### src/rtl/fetch_pkg.sv
// fetch_pkg: shared types and constants for the instruction fetch path.
//   ADDR_W        PC width
//   INSTR_W       instruction word width
//   fetch_entry_t one fetch record {pc, pc_plus2, instr}
//   PC_STEP       PC increment applied by the IF adder
package fetch_pkg;

    localparam int unsigned ADDR_W  = 16;
    localparam int unsigned INSTR_W = 16;

    typedef struct packed {
        logic [ADDR_W-1:0]  pc;
        logic [ADDR_W-1:0]  pc_plus2;
        logic [INSTR_W-1:0] instr;
    } fetch_entry_t;

    localparam logic [ADDR_W-1:0] PC_STEP = 16'h0002;

endpackage

### src/rtl/fetch_queue_storage.sv
// fetch_queue_storage: DEPTH-entry register array of fetch_entry_t.
// Ports:
//   clk    clock
//   reset  synchronous active-high reset, clears every entry to 0
//   we     write enable
//   waddr  write index
//   wdata  write data
//   raddr  read index (asynchronous read)
//   rdata  read data
module fetch_queue_storage
    import fetch_pkg::*;
#(
    parameter int unsigned DEPTH = 4,
    localparam int unsigned PTR_W = $clog2(DEPTH)
) (
    input  logic               clk,
    input  logic               reset,
    input  logic               we,
    input  logic [PTR_W-1:0]   waddr,
    input  fetch_entry_t       wdata,
    input  logic [PTR_W-1:0]   raddr,
    output fetch_entry_t       rdata
);

    fetch_entry_t mem_q [DEPTH];

    always_ff @(posedge clk) begin
        if (reset) begin
            for (int i = 0; i < int'(DEPTH); i++) begin
                mem_q[i] <= '0;
            end
        end else if (we) begin
            mem_q[waddr] <= wdata;
        end
    end

    assign rdata = mem_q[raddr];

endmodule

### src/rtl/fetch_queue.sv
// fetch_queue: circular FIFO between IF and ID holding {pc, pc_plus2, instr}.
// Optional macro FETCH_QUEUE_BYPASS_EN: when the queue is empty, an incoming
// entry is presented to ID in the same cycle and is not stored if ID takes it.
// Ports:
//   clk, reset                 clock, synchronous active-high reset
//   flush                      drop all queued entries (branch/jump redirect)
//   in_valid/in_ready          IF-side handshake; in_ready = (count != DEPTH)
//   in_pc/in_pc_plus2/in_instr entry from IF
//   out_valid/out_ready        ID-side handshake
//   out_pc/out_pc_plus2/out_instr head entry, 0 when out_valid = 0
//   count                      current occupancy
module fetch_queue #(
    parameter int unsigned DEPTH   = 4,
    parameter int unsigned ADDR_W  = 16,
    parameter int unsigned INSTR_W = 16,
    localparam int unsigned CNT_W  = $clog2(DEPTH + 1),
    localparam int unsigned PTR_W  = $clog2(DEPTH)
) (
    input  logic               clk,
    input  logic               reset,
    input  logic               flush,
    input  logic               in_valid,
    output logic               in_ready,
    input  logic [ADDR_W-1:0]  in_pc,
    input  logic [ADDR_W-1:0]  in_pc_plus2,
    input  logic [INSTR_W-1:0] in_instr,
    output logic               out_valid,
    input  logic               out_ready,
    output logic [ADDR_W-1:0]  out_pc,
    output logic [ADDR_W-1:0]  out_pc_plus2,
    output logic [INSTR_W-1:0] out_instr,
    output logic [CNT_W-1:0]   count
);

    import fetch_pkg::*;

    logic [CNT_W-1:0] count_q, count_d;
    logic [PTR_W-1:0] wr_ptr_q, wr_ptr_d;
    logic [PTR_W-1:0] rd_ptr_q, rd_ptr_d;

    logic         not_empty;
    logic         push;
    logic         pop;
    logic         bypass;
    fetch_entry_t in_entry;
    fetch_entry_t head_entry;
    fetch_entry_t out_entry;

    assign in_entry.pc       = in_pc;
    assign in_entry.pc_plus2 = in_pc_plus2;
    assign in_entry.instr    = in_instr;

    assign not_empty = (count_q != '0);
    // Depends only on state, never on out_ready.
    assign in_ready  = (count_q != CNT_W'(DEPTH));

`ifdef FETCH_QUEUE_BYPASS_EN
    // Reset is included so outputs stay quiet while reset is held.
    assign bypass = !not_empty && in_valid && !flush && !reset;
`else
    assign bypass = 1'b0;
`endif

    // A bypassed entry taken by ID that cycle is never written.
    assign push = in_valid && in_ready && !(bypass && out_ready);
    assign pop  = not_empty && out_ready;

    always_comb begin
        count_d  = count_q;
        wr_ptr_d = wr_ptr_q;
        rd_ptr_d = rd_ptr_q;
        if (flush) begin
            count_d  = '0;
            wr_ptr_d = '0;
            rd_ptr_d = '0;
        end else begin
            if (push) begin
                wr_ptr_d = wr_ptr_q + PTR_W'(1);
            end
            if (pop) begin
                rd_ptr_d = rd_ptr_q + PTR_W'(1);
            end
            if (push && !pop) begin
                count_d = count_q + CNT_W'(1);
            end else if (pop && !push) begin
                count_d = count_q - CNT_W'(1);
            end
        end
    end

    always_ff @(posedge clk) begin
        if (reset) begin
            count_q  <= '0;
            wr_ptr_q <= '0;
            rd_ptr_q <= '0;
        end else begin
            count_q  <= count_d;
            wr_ptr_q <= wr_ptr_d;
            rd_ptr_q <= rd_ptr_d;
        end
    end

    fetch_queue_storage #(
        .DEPTH (DEPTH)
    ) u_storage (
        .clk   (clk),
        .reset (reset),
        .we    (push && !flush),
        .waddr (wr_ptr_q),
        .wdata (in_entry),
        .raddr (rd_ptr_q),
        .rdata (head_entry)
    );

    always_comb begin
        out_entry = '0;
        if (bypass) begin
            out_entry = in_entry;
        end else if (not_empty) begin
            out_entry = head_entry;
        end
    end

    assign out_valid    = not_empty || bypass;
    assign out_pc       = out_entry.pc;
    assign out_pc_plus2 = out_entry.pc_plus2;
    assign out_instr    = out_entry.instr;
    assign count        = count_q;

endmodule

### config.mk
export PLATFORM = sky130hd
export DESIGN_NAME = fetch_queue
export DESIGN_NICKNAME = d
export VERILOG_FILES = /design/src/rtl/fetch_pkg.sv /design/src/rtl/fetch_queue_storage.sv /design/src/rtl/fetch_queue.sv
export SDC_FILE = /design/constraint.sdc
export NUM_CORES = 1
export LEC_CHECK = 0
export ABC_CLOCK_PERIOD_IN_PS = 2800
export BUFFER_PORTS_ARGS = -buffer_cell sky130_fd_sc_hd__buf_2
export CORE_MARGIN = 3
export CORE_UTILIZATION = 58
export DETAILED_ROUTE_END_ITERATION = 10
export HOLD_SLACK_MARGIN = 0.15
export PLACE_DENSITY = 0.79
export SLEW_MARGIN = 20
export SYNTH_ARGS = -nofsm -noshare
export SYNTH_HDL_FRONTEND = slang
export SYNTH_SLANG_ARGS = --single-unit
### constraint.sdc
create_clock -name clk -period 2.8 [get_ports clk]
set_clock_uncertainty 0.1 [all_clocks]
set_input_delay 0.56 -clock clk [delete_from_list [all_inputs] [get_ports clk]]
set_output_delay 0.56 -clock clk [all_outputs]
set_load 0.02 [all_outputs]
==> results of run 1 <==
path summary, 6_finish.rpt:
path | end | cells past startpoint | slack [ps] | from
max | out_pc[6] | 4 | 70 | flip-flop
min | u_storage.mem_q[3][46] | 2 | 290 | in_pc[14]
max reg2reg | count[2] | 7 | 380 | count[0]
min reg2reg | flip-flop | 2 | 400 | rd_ptr_q[1]
timing repair:
| item | CTS | global route |
|---|---|---|
| endpoints found under the setup margin | 0 | 28 |
| setup buffers | 0 | 0 |
| hold buffers | 0 | 0 |
| gates resized for setup | 0 | 3 |
power groups by stage:
stage | Sequential [mW] | Clock [mW] | Combinational [mW]
final | 3.49 | 2.50 | 0.758
after detailed placement | 3.55 | 0 | 0.757
after CTS | 3.49 | 2.54 | 0.763
after floorplan | 3.54 | 0 | 0.465
after global routing | 3.50 | 2.66 | 0.821
after global placement | 3.54 | 0 | 0.747
placed cells by master (no fill, tap or decap), drive strengths merged, types with 2 or more instances in the layout:
cell type	count
inv	5
a21oi	3
nor4	2
buf	119
clkinv	5
clkbuf	29
xor2	3
dfxtp	9
nand2	2
mux4	48
o21ai	3
nor2b	48
edfxtp	192
nor2	7
or3	3
or2	4
and2	192
registers in the layout (all words and copies together) (netlist names), named ones only:
signal,count
rd_ptr_q,2
count,3
wr_ptr_q,2
u_storage.mem_q,192
final cells by class:
type / count / area, um^2 / share of cell area, %
Clock buffer: 28 / 552 / 5.24
Clock inverter: 7 / 60.1 / 0.570
Inverter: 5 / 18.8 / 0.178
Multi-Input combinational cell: 326 / 2930 / 27.8
Sequential cell: 201 / 5950 / 56.5
Tap cell: 211 / 264 / 2.51
Timing Repair Buffer: 120 / 753 / 7.15
cell families (layout without fill, tap and decap cells):
family	after synthesis	in the layout	share of synthesized area (%)
compound gates	9	9	0.622
xor+xnor	3	3	0.290
fa+ha+maj	2	2	0.359
buf+inv	41	160	2.15
flops	201	201	65.6
mux	49	49	12.0
simple gates	263	263	18.9
layer usage:
layer,routed length [um],global-route usage (%)
met1,7710,29.6
met2,9340,37.0
met3,1080,4.19
met4,306,6.35
met5,13,0
stage by stage:
stage / instance area (um^2) / worst slack [ps]
CTS: 10500 / 2.62
detailed placement: 9880 / 451
floorplan: 9060 / 213
global placement: 9880 / 453
global route: 10500 / 3.38
finish: 10500 / 71.5
==> metrics.txt, run 1 <==
synthesis-stage register bit count=201; crit path cell chain=buf_12 -> mux4_2 -> nor2b_1 -> buf_2; Setup violations, final=0; Area Overhead vs Synth=16.2%; worst skew pair latency=480 ps; routed len/inst=20.5 um; outcome=completed; commonest cells in the netlist=edfxtp_1 (192), and2_1 (174), mux4_2 (48), nor2b_1 (48), and2_2 (18); ys flop type=edfxtp_1; worst relative slew slack=between 60% and 70%; Worst Path Max Fanout=15; GR Overflow Total=0; initial antenna violation count=1; largest net degree at the start of global routing=50; crit path kind=flip-flop to primary output; RSZ-0062 raised after global routing=false; minimum hold slack=286 ps; P per Cell Area=641 mW/mm^2; Worst path slowest cell=mux4_2; number of global-route vias before repair=5322; die area=between 0.015 and 0.02 mm^2; GPL Wtd Cong=0.780; number of DRC markers in iteration 0=380; Max Root-Sink Buffers=3; Final Slew Violations=0; Yosys top cell area share=63.6%; top post-synthesis cells by area=edfxtp_1 (64%), and2_1 (12%), mux4_2 (12%), nor2b_1 (3.3%), dfxtp_1 (2.0%); dpl cells=862; # DRC=0; Nets=729; delay of the slowest cell on the worst path=520 ps; worst vdd ir=483 uV; Top Ports=106; Synth async-reset ratio=0%; Design Power=6.75 mW; Initial Util=59.4%; CP Capture Type=primary output; first-pass GRT wire length=between 20 and 30 mm; total clock buffers created by CTS=20; minimum clock period=2730 ps; count of buffer and inverter cells on the critical path=2; LEAKAGE=between 4 and 5 nW; clk sink count=between 200 and 250; via count=4983; core area=0.0153 mm^2; Logic pwr share=11.2%; worst min-delay path class=input pin to flip-flop; die height=131 um; CP Data Arrival Time=2070 ps; row count=45; final hold violations=0; crit share post-route=between 90% and 100%; Clock Power Share=37.1%; Post-Layout Cell Count=898; Max Clock Freq=367 MHz; post-synthesis sequential area ratio=65.6%; Synth Warn #=0; Setup crit start kind=flip-flop; filler instances=1028; max-cap violations=0; H-tree level count=1; Syn Area/Cell=15.9 um^2; Switching Fraction=22.9%; Worst EP required=approximately 2100 ps; Post-synth EDFFs=around 190; chip width=131 um; Setup TNS Final=0 ps; Mapped Cells=568; Reg power frac=around 52%; GRT Util Overall=22.0%; Syn Std Cell Area=0.00906 mm^2; antenna cells=0; post-layout util=69.0%; Synth area leader=edfxtp_1; CTS tree=done; CTS clock-pin slew for the worst setup and hold paths=about 60 ps; Worst-Margin Slew=542 ps; HPWL after DPL=10.3 mm; Detailed Route WL=between 15 and 20 mm; post-route ant nets=0; Pre-antenna DRT Iters=5; Mapped Nets=roughly 620; Cell Int Power=about 5.2 mW; switching power=1.55 mW; IO Port Bufs=between 100 and 150; CTS root buf=clkbuf_16; vias per inst=5.55; post-synth cell types=34; Top delay family on crit path=multiplexers; ratio of cells with drive above 1 in the final layout=32.9%; most common cell in the netlist=edfxtp_1
No activity file was read; power rests on OpenSTA's default activity.
==> run 2, diff against run 1 <==
--- a/config.mk
+++ b/config.mk
@@ -7,7 +7,6 @@
 export LEC_CHECK = 0
 export ABC_CLOCK_PERIOD_IN_PS = 2800
 export BUFFER_PORTS_ARGS = -buffer_cell sky130_fd_sc_hd__buf_2
-export CORE_MARGIN = 3
 export CORE_UTILIZATION = 58
 export DETAILED_ROUTE_END_ITERATION = 10
 export HOLD_SLACK_MARGIN = 0.15
==> constraint.sdc (replaced) <==
create_clock -name clk -period 2.8 [get_ports clk]
set_clock_uncertainty 0.1 [all_clocks]
set_input_delay 0.28 -clock clk [delete_from_list [all_inputs] [get_ports clk]]
set_output_delay 0.28 -clock clk [all_outputs]
set_load 0.02 [all_outputs]
==> run 2 against run 1 <==
  * Sequential power about the same
  * Hold slack better by 150 ps
  * Non-clock buffer count grew 57
  * Register-to-register slack better by 30 ps
  * Global-route usage is 2.0 points higher
  * Design area up 4.5%
  * Flip-flop and latch count is the same
  * Fmax is 4.7% higher
  * Sequential share of layout area is 2.4 points lower
  * Die area shrank 6.0%
  * Power up 2.0%
  * Highest routed layer is now met4
==> metrics.txt, run 2 (synthesis results as in run 1) <==
Max Clock Freq=384 MHz (+4.7%); post-layout util=72.4% (+3.4 points); hold_buf cts=52 (+52); Worst EP required=2420 ps (+280 ps); post-route ant nets=0 (unchanged); crit share post-route=93.1% (-4.4 points); Hold Path Depth=2 (unchanged); switching power=1.59 mW (+2.6%); Nets=787 (+8.0%); Setup crit start kind=flip-flop; Final Slew Violations=0 (unchanged); number of DRC markers in iteration 0=256 (-33%); core area=0.0152 mm^2 (-0.37%); minimum clock period=2610 ps (-123 ps); GRT Util Overall=24.0% (+2.0 points); vias per inst=5.45 (-1.8%); hold path start=rd_ptr_q[1]; Logic pwr share=11.5% (+0.3 points); worst min-delay path class=flip-flop to flip-flop; RSZ-0062 raised after global routing=false; Cell Int Power=5.30 mW (+1.9%); crit path kind=flip-flop to primary output; die height=127 um (-3.1%); ratio of cells with drive above 1 in the final layout=31.0% (-1.9 points); CTS root buf=clkbuf_16; total clock buffers created by CTS=21 (+5.0%); Most flops, register=u_storage.mem_q; chip width=127 um (-3.1%); Detailed Route WL=18.5 mm (about the same); worst skew pair latency=480 ps (about the same); Pre-antenna DRT Iters=4 (-1); H-tree level count=1 (unchanged); RR Startpoint=count[0]; CTS resizes=0 (unchanged); Reg power frac=50.7% (-1.0 points); outcome=completed; HPWL after DPL=10.6 mm (+3.0%); via count=5091 (+2.2%); first-pass GRT wire length=28.9 mm (+1.2%); CP Data Arrival Time=2230 ps (+160 ps); Setup violations, final=0 (unchanged); IO Port Bufs=105 (unchanged); worst vdd ir=388 uV (-20%); clk sink count=201 (unchanged); CTS tree=done; die area=0.0161 mm^2 (-6.0%); most frequent cells in the layout=edfxtp_1 (192), and2_1 (174), buf_2 (105); CTS clock-pin slew for the worst setup and hold paths=60 ps (about the same); r2r worst-path depth=9 (+2); antenna cells=0 (unchanged); # DRC=0 (unchanged); Worst-Margin Slew=569 ps (+27.0 ps); Max Root-Sink Buffers=3 (unchanged); largest net degree at the start of global routing=50 (unchanged); GPL Wtd Cong=0.775 (-0.65%); post-CTS setup buffer count=0 (unchanged); GR Overflow Total=0 (unchanged); Initial Util=59.6% (+0.22 points); Worst Path Max Fanout=19 (+4); Setup TNS Final=0 ps (unchanged); routed len/inst=19.8 um (-3.8%); P per Cell Area=626 mW/mm^2 (-2.4%); worst relative slew slack=62.1% (-1.8 points); max-cap violations=0 (unchanged); commonest non-fill, non-tap cell in the layout=edfxtp_1; final hold violations=0 (unchanged); reg2reg end=count[2]; number of global-route vias before repair=5527 (+3.9%); Area Overhead vs Synth=21.5%; row count=45 (unchanged); max reg flops=192 (unchanged); LEAKAGE=4.24 nW (+5.7%); initial antenna violation count=0 (-1); CP Capture Type=primary output; Clock Power Share=37.7% (+0.6 points); r2r setup slk=410 ps (+30 ps); Switching Fraction=23.0% (+0.13 points); Top Ports=106 (unchanged)
-- run 2: worst max-delay path by stage --
stage	from	end	slack [ps]	cells past startpoint
floorplan	count[0]	u_storage.mem_q[1][0]	340	4
global placement	count[0]	count[2]	540	9
detailed placement	count[0]	count[2]	420	9
CTS	flip-flop	out_instr[13]	150	4
global route	flip-flop	out_instr[13]	90	4
finish	flip-flop	out_instr[13]	190	4
-- run 2: layout make-up --
class,count,area [um^2]
flip-flops and latches,201,5950
fillers,967,4200
multi-input cells,326,2930
repair buffers,177,1230
clock buffers,30,579
well taps,188,235
clock inverters,7,60.1
inverters,5,18.8
-- run 2: routing by layer --
metal  vias to the layer above  wire length [um]  track usage [%]
li1                       2380                 -                -
met1                      2525              7070             29.9
met2                       161             10000             43.0
met3                        25              1070             3.35
met4                         0               321             8.61
met5                         -                 0                0
-- run 2: power groups by stage --
stage / combinational (mW) / sequential (mW) / clock, mW
floorplan: 0.465 / 3.54 / 0
global placement: 0.729 / 3.54 / 0
detailed placement: 0.740 / 3.56 / 0
CTS: 0.799 / 3.50 / 2.62
global route: 0.856 / 3.51 / 2.74
finish: 0.794 / 3.50 / 2.60
-- run 2: per-stage QoR --
stage	setup slack [ps]	cells	hold WS [ps]	total power, mW	area [um^2]
6_report	194	934	435	6.89	11000
4_1_cts	146	934	426	6.92	11000
3_3_place_gp	545	845	362	4.27	9850
5_1_grt	85.9	934	438	7.11	11000
3_5_place_dp	423	845	409	4.30	9850
2_1_floorplan	341	568	359	4.00	9060
-- run 2: worst max-delay path, stage by stage (launching register included) --
cell	delay, ps
dfxtp_4	600
buf_4	280
mux4_2	530
nor2b_1	160
buf_2	170
